==> src/rtl/efpga_ccff_chain_loader_pkg.sv <==
// efpga_ccff_pkg: FSM state type and CRC-16-CCITT constants shared by the CCFF chain loader.
package efpga_ccff_pkg;
    typedef enum logic [1:0] {IDLE, FETCH, SHIFT, FIN} ccff_state_e;
    localparam logic [15:0] CCFF_CRC_POLY = 16'h1021;
    localparam logic [15:0] CCFF_CRC_INIT = 16'hFFFF;
endpackage

==> src/rtl/efpga_ccff_chain_loader_if.sv <==
// efpga_ccff_chain_loader_if: valid/ready configuration word stream into the loader.
interface efpga_ccff_chain_loader_if #(parameter int DATA_W = 8);
    logic [DATA_W-1:0] s_data;
    logic              s_valid;
    logic              s_ready;
    modport master(output s_data, s_valid, input s_ready);
    modport slave(input s_data, s_valid, output s_ready);
endinterface

==> src/rtl/efpga_ccff_chain_loader_crc.sv <==
// efpga_ccff_tail_crc16: serial CRC-16-CCITT over the chain tail; built only with EFPGA_CCFF_TAIL_CRC_EN.
`ifdef EFPGA_CCFF_TAIL_CRC_EN
module efpga_ccff_tail_crc16
    import efpga_ccff_pkg::*;
(
    input  logic        clk,
    input  logic        rst,
    input  logic        init_i,
    input  logic        en_i,
    input  logic        bit_i,
    output logic [15:0] crc_o
);
    logic [15:0] crc_q;
    always_ff @(posedge clk or posedge rst)
        if (rst) crc_q <= CCFF_CRC_INIT;
        else if (init_i) crc_q <= CCFF_CRC_INIT;
        else if (en_i) crc_q <= {crc_q[14:0], 1'b0} ^ ((crc_q[15] ^ bit_i) ? CCFF_CRC_POLY : 16'h0000);
    assign crc_o = crc_q;
endmodule
`endif

==> src/rtl/efpga_ccff_chain_loader.sv <==
// efpga_ccff_chain_loader: serializes stream words MSB-first into a CCFF chain for a programmed bit count.
// Optional tail readback CRC is built when EFPGA_CCFF_TAIL_CRC_EN is defined.
module efpga_ccff_chain_loader
    import efpga_ccff_pkg::*;
#(
    parameter int DATA_W = 8,
    parameter int CNT_W  = 16
) (
    input  logic                       prog_clk,
    input  logic                       pReset,
    input  logic                       cfg_start,
    input  logic [CNT_W-1:0]           cfg_len,
    efpga_ccff_chain_loader_if.slave   s,
    output logic                       ccff_head,
    output logic                       ccff_shift_en,
    input  logic                       ccff_tail,
    output logic                       busy,
    output logic                       done,
    output logic [15:0]                tail_crc
);
    localparam int BW = $clog2(DATA_W + 1);
    ccff_state_e       state_q, state_d;
    logic [DATA_W-1:0] shreg_q, shreg_d;
    logic [BW-1:0]     bitcnt_q, bitcnt_d;
    logic [CNT_W-1:0]  rem_q, rem_d;
    logic              ready_q, head_q, en_q, busy_q, done_q, done_d, take;
    assign take = s.s_valid && ready_q;
    always_comb begin
        state_d  = state_q;
        shreg_d  = shreg_q;
        bitcnt_d = bitcnt_q;
        rem_d    = rem_q;
        done_d   = 1'b0;
        case (state_q)
            IDLE: if (cfg_start) begin
                rem_d   = cfg_len;
                state_d = cfg_len == '0 ? FIN : FETCH;
            end
            FETCH: if (take) begin
                shreg_d  = s.s_data;
                bitcnt_d = BW'(DATA_W);
                state_d  = SHIFT;
            end
            SHIFT: begin
                shreg_d  = shreg_q << 1;
                bitcnt_d = bitcnt_q - BW'(1);
                rem_d    = rem_q - CNT_W'(1);
                if (rem_q == CNT_W'(1)) begin
                    state_d = FIN;
                    done_d  = 1'b1;
                end else if (bitcnt_q == BW'(1)) begin
                    if (take) begin
                        shreg_d  = s.s_data;
                        bitcnt_d = BW'(DATA_W);
                    end else state_d = FETCH;
                end
            end
            FIN: begin
                // a zero-length load arrives here without a shift, so it spends one cycle before pulsing done
                done_d  = !done_q;
                state_d = done_q ? IDLE : FIN;
            end
        endcase
    end
    always_ff @(posedge prog_clk or posedge pReset)
        if (pReset) begin
            state_q  <= IDLE;
            shreg_q  <= '0;
            bitcnt_q <= '0;
            rem_q    <= '0;
            ready_q  <= 1'b0;
            head_q   <= 1'b0;
            en_q     <= 1'b0;
            busy_q   <= 1'b0;
            done_q   <= 1'b0;
        end else begin
            state_q  <= state_d;
            shreg_q  <= shreg_d;
            bitcnt_q <= bitcnt_d;
            rem_q    <= rem_d;
            ready_q  <= state_d == FETCH || (state_d == SHIFT && bitcnt_d == BW'(1) && rem_d > CNT_W'(1));
            head_q   <= state_d == SHIFT && shreg_d[DATA_W-1];
            en_q     <= state_d == SHIFT;
            busy_q   <= state_d == FETCH || state_d == SHIFT || (state_d == FIN && !done_d);
            done_q   <= done_d;
        end
    assign s.s_ready     = ready_q;
    assign ccff_head     = head_q;
    assign ccff_shift_en = en_q;
    assign busy          = busy_q;
    assign done          = done_q;
`ifdef EFPGA_CCFF_TAIL_CRC_EN
    efpga_ccff_tail_crc16 u_crc (
        .clk   (prog_clk),
        .rst   (pReset),
        .init_i(cfg_start && state_q == IDLE),
        .en_i  (en_q),
        .bit_i (ccff_tail),
        .crc_o (tail_crc)
    );
`else
    logic unused_tail;
    assign unused_tail = ccff_tail;
    assign tail_crc    = '0;
`endif
endmodule

==> src/flat_wrapper.sv <==
// flat-port wrapper written by rule: the top's interface ports become plain ports
module efpga_ccff_chain_loader_flat import efpga_ccff_pkg::*;
#(
    parameter int DATA_W = 8,
    parameter int CNT_W  = 16
)
  (prog_clk, pReset, cfg_start, cfg_len, ccff_head, ccff_shift_en, ccff_tail, busy, done, tail_crc, s_s_data, s_s_valid, s_s_ready);
  efpga_ccff_chain_loader_if #(.DATA_W(DATA_W)) s_i ();
  input  logic prog_clk;
  input  logic pReset;
  input  logic cfg_start;
  input  logic [CNT_W-1:0] cfg_len;
  output logic ccff_head;
  output logic ccff_shift_en;
  input  logic ccff_tail;
  output logic busy;
  output logic done;
  output logic [15:0] tail_crc;
  input wire logic [$bits(s_i.s_data)-1:0] s_s_data;
  input wire logic [$bits(s_i.s_valid)-1:0] s_s_valid;
  output wire logic [$bits(s_i.s_ready)-1:0] s_s_ready;
  assign s_i.s_data = s_s_data;
  assign s_i.s_valid = s_s_valid;
  assign s_s_ready = s_i.s_ready;
  efpga_ccff_chain_loader #(.DATA_W(DATA_W), .CNT_W(CNT_W)) u_core (.prog_clk(prog_clk), .pReset(pReset), .cfg_start(cfg_start), .cfg_len(cfg_len), .s(s_i), .ccff_head(ccff_head), .ccff_shift_en(ccff_shift_en), .ccff_tail(ccff_tail), .busy(busy), .done(done), .tail_crc(tail_crc));
endmodule
==> config.mk <==
export PLATFORM = sky130hd
export DESIGN_NAME = efpga_ccff_chain_loader_flat
export DESIGN_NICKNAME = d
export VERILOG_FILES = /design/src/rtl/efpga_ccff_chain_loader_pkg.sv /design/src/rtl/efpga_ccff_chain_loader_if.sv /design/src/rtl/efpga_ccff_chain_loader_crc.sv /design/src/rtl/efpga_ccff_chain_loader.sv /design/src/flat_wrapper.sv
export SDC_FILE = /design/constraint.sdc
export NUM_CORES = 1
export LEC_CHECK = 0
export ABC_AREA = 1
export BUFFER_PORTS_ARGS = -buffer_cell sky130_fd_sc_hd__buf_2
export CAP_MARGIN = 20
export CELL_PAD_IN_SITES_DETAIL_PLACEMENT = 0
export CELL_PAD_IN_SITES_GLOBAL_PLACEMENT = 1
export CORE_ASPECT_RATIO = 1.4
export CORE_MARGIN = 2
export CORE_UTILIZATION = 44
export CTS_BUF_LIST = sky130_fd_sc_hd__clkbuf_8
export CTS_CLUSTER_DIAMETER = 60
export DETAILED_ROUTE_END_ITERATION = 6
export PLACE_DENSITY_LB_ADDON = 0.1
export SYNTH_ARGS = -nofsm -noshare
export SYNTH_HDL_FRONTEND = slang
export SYNTH_SLANG_ARGS = --single-unit
==> constraint.sdc <==
create_clock -name prog_clk -period 6.75 [get_ports prog_clk]
set_input_delay 1.6875 -clock prog_clk [delete_from_list [all_inputs] [get_ports prog_clk]]
set_output_delay 1.6875 -clock prog_clk [all_outputs]
set_load 0.1 [all_outputs]
After elaboration in Yosys (flattened, before gate mapping)
Cells that the tools add are included.
{"block": "totals", "word_cells": 59, "register_bits": 35, "out_inout_bits": 21, "inputBits": 29}
{"block": "op_classes", "addsub": 2, "n_mux": 22, "order_cmp": 1, "reduce_logical": 14, "eq_ne": 10}
{"op": "$mux 8", "count": 4}
{"op": "$pmux 16 s2", "count": 1}
{"op": "$eq 16x1->1 const B", "count": 1}
{"op": "$gt 16x1->1 const B", "count": 1}
{"op": "$logic_not 16->1", "count": 1}
{"op": "$mux 16", "count": 1}
{"op": "$mux 4", "count": 4}
{"op": "$pmux 8 s2", "count": 1}
{"op": "$sub 16x1->16 const B", "count": 1}
{"op": "$mux 2", "count": 7}
{"op": "$eq 2x2->1 const B", "count": 4}
{"op": "$eq 4x1->1 const B", "count": 2}
{"op": "$pmux 2 s4", "count": 1}
{"op": "$pmux 4 s2", "count": 1}
{"op": "$logic_and 1x1->1", "count": 5}
{"op": "$eq 2x1->1 const B", "count": 2}
{"op": "$sub 4x1->4 const B", "count": 1}
{"op": "$logic_or 1x1->1", "count": 3}
{"op": "$logic_not 1->1", "count": 2}
{"op": "$logic_not 2->1", "count": 1}
{"op": "$ne 2x1->1 const B", "count": 1}
{"op": "$pmux 1 s2", "count": 1}
{"op": "$reduce_and 2->1", "count": 1}
{"op": "$reduce_bool 2->1", "count": 1}
{"op": "$mux 1", "count": 1}

Logic depth before layout (Yosys ltp)
{"block": "depth", "word_depth": 9, "ltp_mapped": 17, "mapped_depth_nobuf": 16}

Worst setup path after synthesis
OpenSTA, ideal clock, no wires.
{"block": "synth_path", "kind": "input to register", "from": "input port s_s_valid", "to": "register u_core.ready_q (netlist: u_core.s.s_ready)", "stages": 12, "setup_time_ps": 65, "setup_slack_ps": 3749, "n_path_buf": 0, "t_arrival_ps": 2936, "t_required_ps": 6685, "path_cell_list": "nand2_1 -> a311o_1 -> nand4_1 -> nand2_1 -> inv_1 -> ha_1 -> inv_1 -> nor2_1 -> nand3_1 -> nor2_1 -> nand2_1 -> nand2_1"}
{"block": "synth_via", "elab_chain_cells": 9}
{"element": "start, declared", "line": "flat_wrapper.sv:20", "source": "input wire logic [$bits(s_i.s_valid)-1:0] s_s_valid;"}
{"element": "$logic_and 1x1->1 (*)", "line": "efpga_ccff_chain_loader.sv:27", "source": "assign take = s.s_valid && ready_q;"}
{"element": "$mux 2", "line": "efpga_ccff_chain_loader.sv:52", "source": "if (take) begin"}
{"element": "$mux 2", "line": "efpga_ccff_chain_loader.sv:51", "source": "end else if (bitcnt_q == BW'(1)) begin"}
{"element": "$mux 2", "line": "efpga_ccff_chain_loader.sv:48", "source": "if (rem_q == CNT_W'(1)) begin"}
{"element": "$pmux 2 s4 (*)", "line": "efpga_ccff_chain_loader.sv:34", "source": "case (state_q)"}
{"element": "via u_core.state_d[1]", "line": "efpga_ccff_chain_loader.sv:22", "source": "ccff_state_e state_q, state_d;"}
{"element": "$eq 2x2->1", "line": "efpga_ccff_chain_loader.sv:81", "source": "ready_q <= state_d == FETCH || (state_d == SHIFT && bitcnt_d == BW'(1) && rem_d > CNT_W'(1));"}
{"element": "$logic_and 1x1->1 (2 in series)", "line": "efpga_ccff_chain_loader.sv:81"}
{"element": "$logic_or 1x1->1 (*)", "line": "efpga_ccff_chain_loader.sv:81"}
{"element": "end signal, assigned", "line": "efpga_ccff_chain_loader.sv:81"}
{"element": "end, declared", "line": "efpga_ccff_chain_loader.sv:26", "source": "logic ready_q, head_q, en_q, busy_q, done_q, done_d, take;"}
Mark *: on every way through the listed nets, which the timed path passes. The rest lies on a longest branch.
A chain may end at the register's enable or synchronous reset.

Worst setup path in the final report
{"block": "layout_path", "from": "input port cfg_len[14]", "to": "register u_core.ready_q (netlist: u_core.s.s_ready)"}
{"block": "layout_via", "elab_chain_cells": 8}
{"element": "start, declared", "line": "flat_wrapper.sv:12", "source": "input logic [CNT_W-1:0] cfg_len;"}
{"element": "$logic_not 16->1 (*)", "line": "efpga_ccff_chain_loader.sv:37", "source": "state_d = cfg_len == '0 ? FIN : FETCH;"}
{"element": "$mux 2 (*)", "line": "efpga_ccff_chain_loader.sv:37"}
{"element": "$mux 2 (*)", "line": "efpga_ccff_chain_loader.sv:35", "source": "IDLE: if (cfg_start) begin"}
{"element": "$pmux 2 s4 (*)", "line": "efpga_ccff_chain_loader.sv:34"}
{"element": "via u_core.state_d[1]", "line": "efpga_ccff_chain_loader.sv:22"}
{"element": "$eq 2x2->1", "line": "efpga_ccff_chain_loader.sv:81"}
{"element": "$logic_and 1x1->1 (2 in series)", "line": "efpga_ccff_chain_loader.sv:81"}
{"element": "$logic_or 1x1->1 (*)", "line": "efpga_ccff_chain_loader.sv:81"}
Marked as above.

==> flow_summary.json <==
{
  "drc_errors": 0,
  "dp_hpwl_mm": 4.81,
  "cp.required_ns": 6.98,
  "io_pins": 50,
  "finalHoldViolations": 0,
  "initial_core_util_pct": 46.0,
  "r2r_end": "u_core.s.s_ready",
  "viasPerCell": 5.06,
  "cp_slowest_stage_delay_ns": 0.50,
  "drt_first_pass_iters": 5,
  "critPathCapture": "u_core.s.s_ready",
  "grt.busiest_layer": "met2",
  "setup_ws_ns": 3.38,
  "maxCapViolCount": 0,
  "place_ws_ns": 3.07,
  "first_iter_violations": 129,
  "synthToLayoutAreaGrowth_pct": 10.3,
  "hold_buffers": 0,
  "reg2reg_slack_ns": 4.29,
  "use_met3_pct": 3.36,
  "ir_worst_vdd_uv": 344,
  "h-tree-depth": 2,
  "run_status": "finished clean",
  "cts.sinks": 35,
  "coreArea_sq_mm": 0.00557,
  "drive_gt1_share_pct": 16.4,
  "cts.reportedPaths.clkPinSlew_ns": 0.07,
  "post_cts_buffers": 0,
  "io_buffers": 32,
  "critical_path.max_fanout": 3,
  "tightestPinTransition_ns": 0.643,
  "yosys_warnings": 0,
  "worstSetupEndpointType": "flop",
  "grt_pass1_vias": 2210,
  "fill_cells": 627,
  "cp_data_arrival_time_ns": 3.60,
  "r2r-start": "u_core.state_q[0]",
  "grt_usage_pct": 21.2,
  "synth_edf_count": 0,
  "worstSetupPathType": "in2reg",
  "vias": 2286,
  "ctsResizeCount": 0,
  "grt_max_degree": 36,
  "crit_path_start": "cfg_len[14]",
  "power_mw": 1.45,
  "antenna_found_initial": 0,
  "cts_made_buffers": 5,
  "clock_path_buffers": 2,
  "r2r.worst_path.cells": 15,
  "gp_congestion": 0.816,
  "clk_latency_ns": 0.29,
  "start_kind": "input pin",
  "slowest_stage": "nor4_1",
  "rsz0062_at_grt": "false",
  "synth.distinct_cells": 40,
  "max_clock_freq_mhz": 296,
  "power_density_mw_per_mm2": 513,
  "ant_nets": 0,
  "async_reset_ff_share_pct": 100,
  "rows": 32,
  "root_buffer": "clkbuf_8",
  "fp.dieH_um": 94.2,
  "finalSetupViolations": 0,
  "grt_overflow": 0,
  "dieArea_sq_mm": 0.00645,
  "ys.flop_type": "dfrtp_1",
  "max_slew_margin_pct": 57.1,
  "wire_per_inst_um": 13.8,
  "cts_tree": "built",
  "grt_pass1_wl_mm": 10.2,
  "synth-seq-cells": 35,
  "p_leak_nw": 1.53,
  "crit_top_cell": "nand2_1",
  "final_core_util_pct": 50.7,
  "synthCells": 349,
  "syn-cell-area_sq_mm": 0.00256,
  "final.min_clock_period_ns": 3.37,
  "ys_seq_area_share_pct": 34.2,
  "finalMaxSlewViolations": 0,
  "use_met1_pct": 24.6,
  "wl_mm": 6.23,
  "hold_path.class": "reg2reg",
  "nNetsFinal": 423,
  "path_cells": "buf_2 -> nor4_1 -> nand4_1 -> o211ai_1 -> nand2_1 -> inv_1 -> ha_1 -> inv_1 -> nor2_1 -> nand3_1 -> nor2_1 -> nand2_1 -> nand2_1",
  "skew_ns": 0.00956,
  "die_w_um": 68.5,
  "diodes": 0,
  "met2_usage_pct": 38.6,
  "final.setup.tns_ns": 0,
  "fin_crit_sh_pct": 50.0,
  "syn_avg_cell_area_sq_um": 7.33
}
-- synthesized netlist by cell type, types with 5 or more instances --
master,n,area (sq um)
nand2_2,5,31.3
nand2_1,80,300
a22o_1,5,43.8
inv_1,44,165
nand4_1,5,31.3
a21oi_1,6,30.0
buf_4,17,128
nor2_1,42,158
a22oi_1,11,82.6
o21ai_0,9,45.0
nand3_1,34,170
ha_1,11,138
dfrtp_1,35,876
-- logic make-up after synthesis --
family / after synthesis / share of synthesized area [%]
buffers and inverters: 69 / 13.5
other: 1 / 0.147
and+or+nand+nor: 185 / 33.6
adders and majority gates: 11 / 5.38
AOI/OAI and AO/OA: 48 / 13.1
DFF: 35 / 34.2
-- where the power goes --
group	leakage (nW)	internal (mW)	total [mW]	switching (mW)
combinational	1.02	0.264	0.884	0.621
sequential	0.449	0.296	0.367	0.0715
clock	0.0612	0.120	0.197	0.0776
-- worst max-delay path: cells and delay by family --
| family | cells | cell delay, ns |
|---|---|---|
| AO/OA/AOI/OAI | 1 | 0.21 |
| AND/OR/NAND/NOR | 8 | 1.25 |
| adder cells (fa/ha/maj) | 1 | 0.17 |
| buffers and inverters | 3 | 0.29 |
-- per-stage QoR --
stage	hold slack, ns	cell area (sq um)	instances
after CTS	0.499	2820	452
after global placement	0.476	2710	444
final	0.494	2820	452
after global routing	0.536	2820	452
after floorplan	0.464	2620	364
after detailed placement	0.483	2710	444
-- flip-flops by register name, summed over array words and instances, names as in the netlist --
signal / flops
u_core.ccff_head: 1
u_core.rem_q: 16
u_core.shreg_q: 8
u_core.bitcnt_q: 4
u_core.s.s_ready: 1
u_core.done: 1
u_core.ccff_shift_en: 1
u_core.state_q: 2
u_core.busy: 1
-- final cells by class --
cell class	instances	area [sq um]	area share, %
sequential	35	876	31.0
tap	68	85.1	3.01
clock inverter	2	35.0	1.24
multi-input combinational	260	1390	49.3
timing repair buffer	34	175	6.21
inverter	47	176	6.25
clock buffer	6	82.6	2.93
-- placed cells by master (no fill, tap or decap), drive strengths merged, types with 2 or more instances in the layout --
cell and n:
nand2 86, nor2 48, inv 47, dfrtp 35, nand3 35, buf 34, conb 16, o21ai 12
a22oi 11, ha 11, a21oi 6, clkbuf 6, nand4 5, a22o 5, o21bai 4, nor4 4
or2 4, o211ai 3, nand3b 2
-- layer usage --
layer  vias up  share of wire, %
met5         -                 0
met4         0               1.8
met3         8               2.4
met2        28                55
met1      1074                40
li1       1176                 -
-- worst min path at each step --
stage               cells past startpoint               from  slack, ns           endpoint
floorplan                               1  u_core.shreg_q[0]       0.46  u_core.shreg_q[0]
global placement                        1  u_core.shreg_q[0]       0.48  u_core.shreg_q[0]
detailed placement                      1  u_core.shreg_q[0]       0.48  u_core.shreg_q[0]
CTS                                     1  u_core.shreg_q[0]       0.50  u_core.shreg_q[0]
global route                            1  u_core.shreg_q[0]       0.54  u_core.shreg_q[0]
finish                                  1  u_core.shreg_q[0]       0.49  u_core.shreg_q[0]
Note: power is estimated with default switching activity, not from simulation.
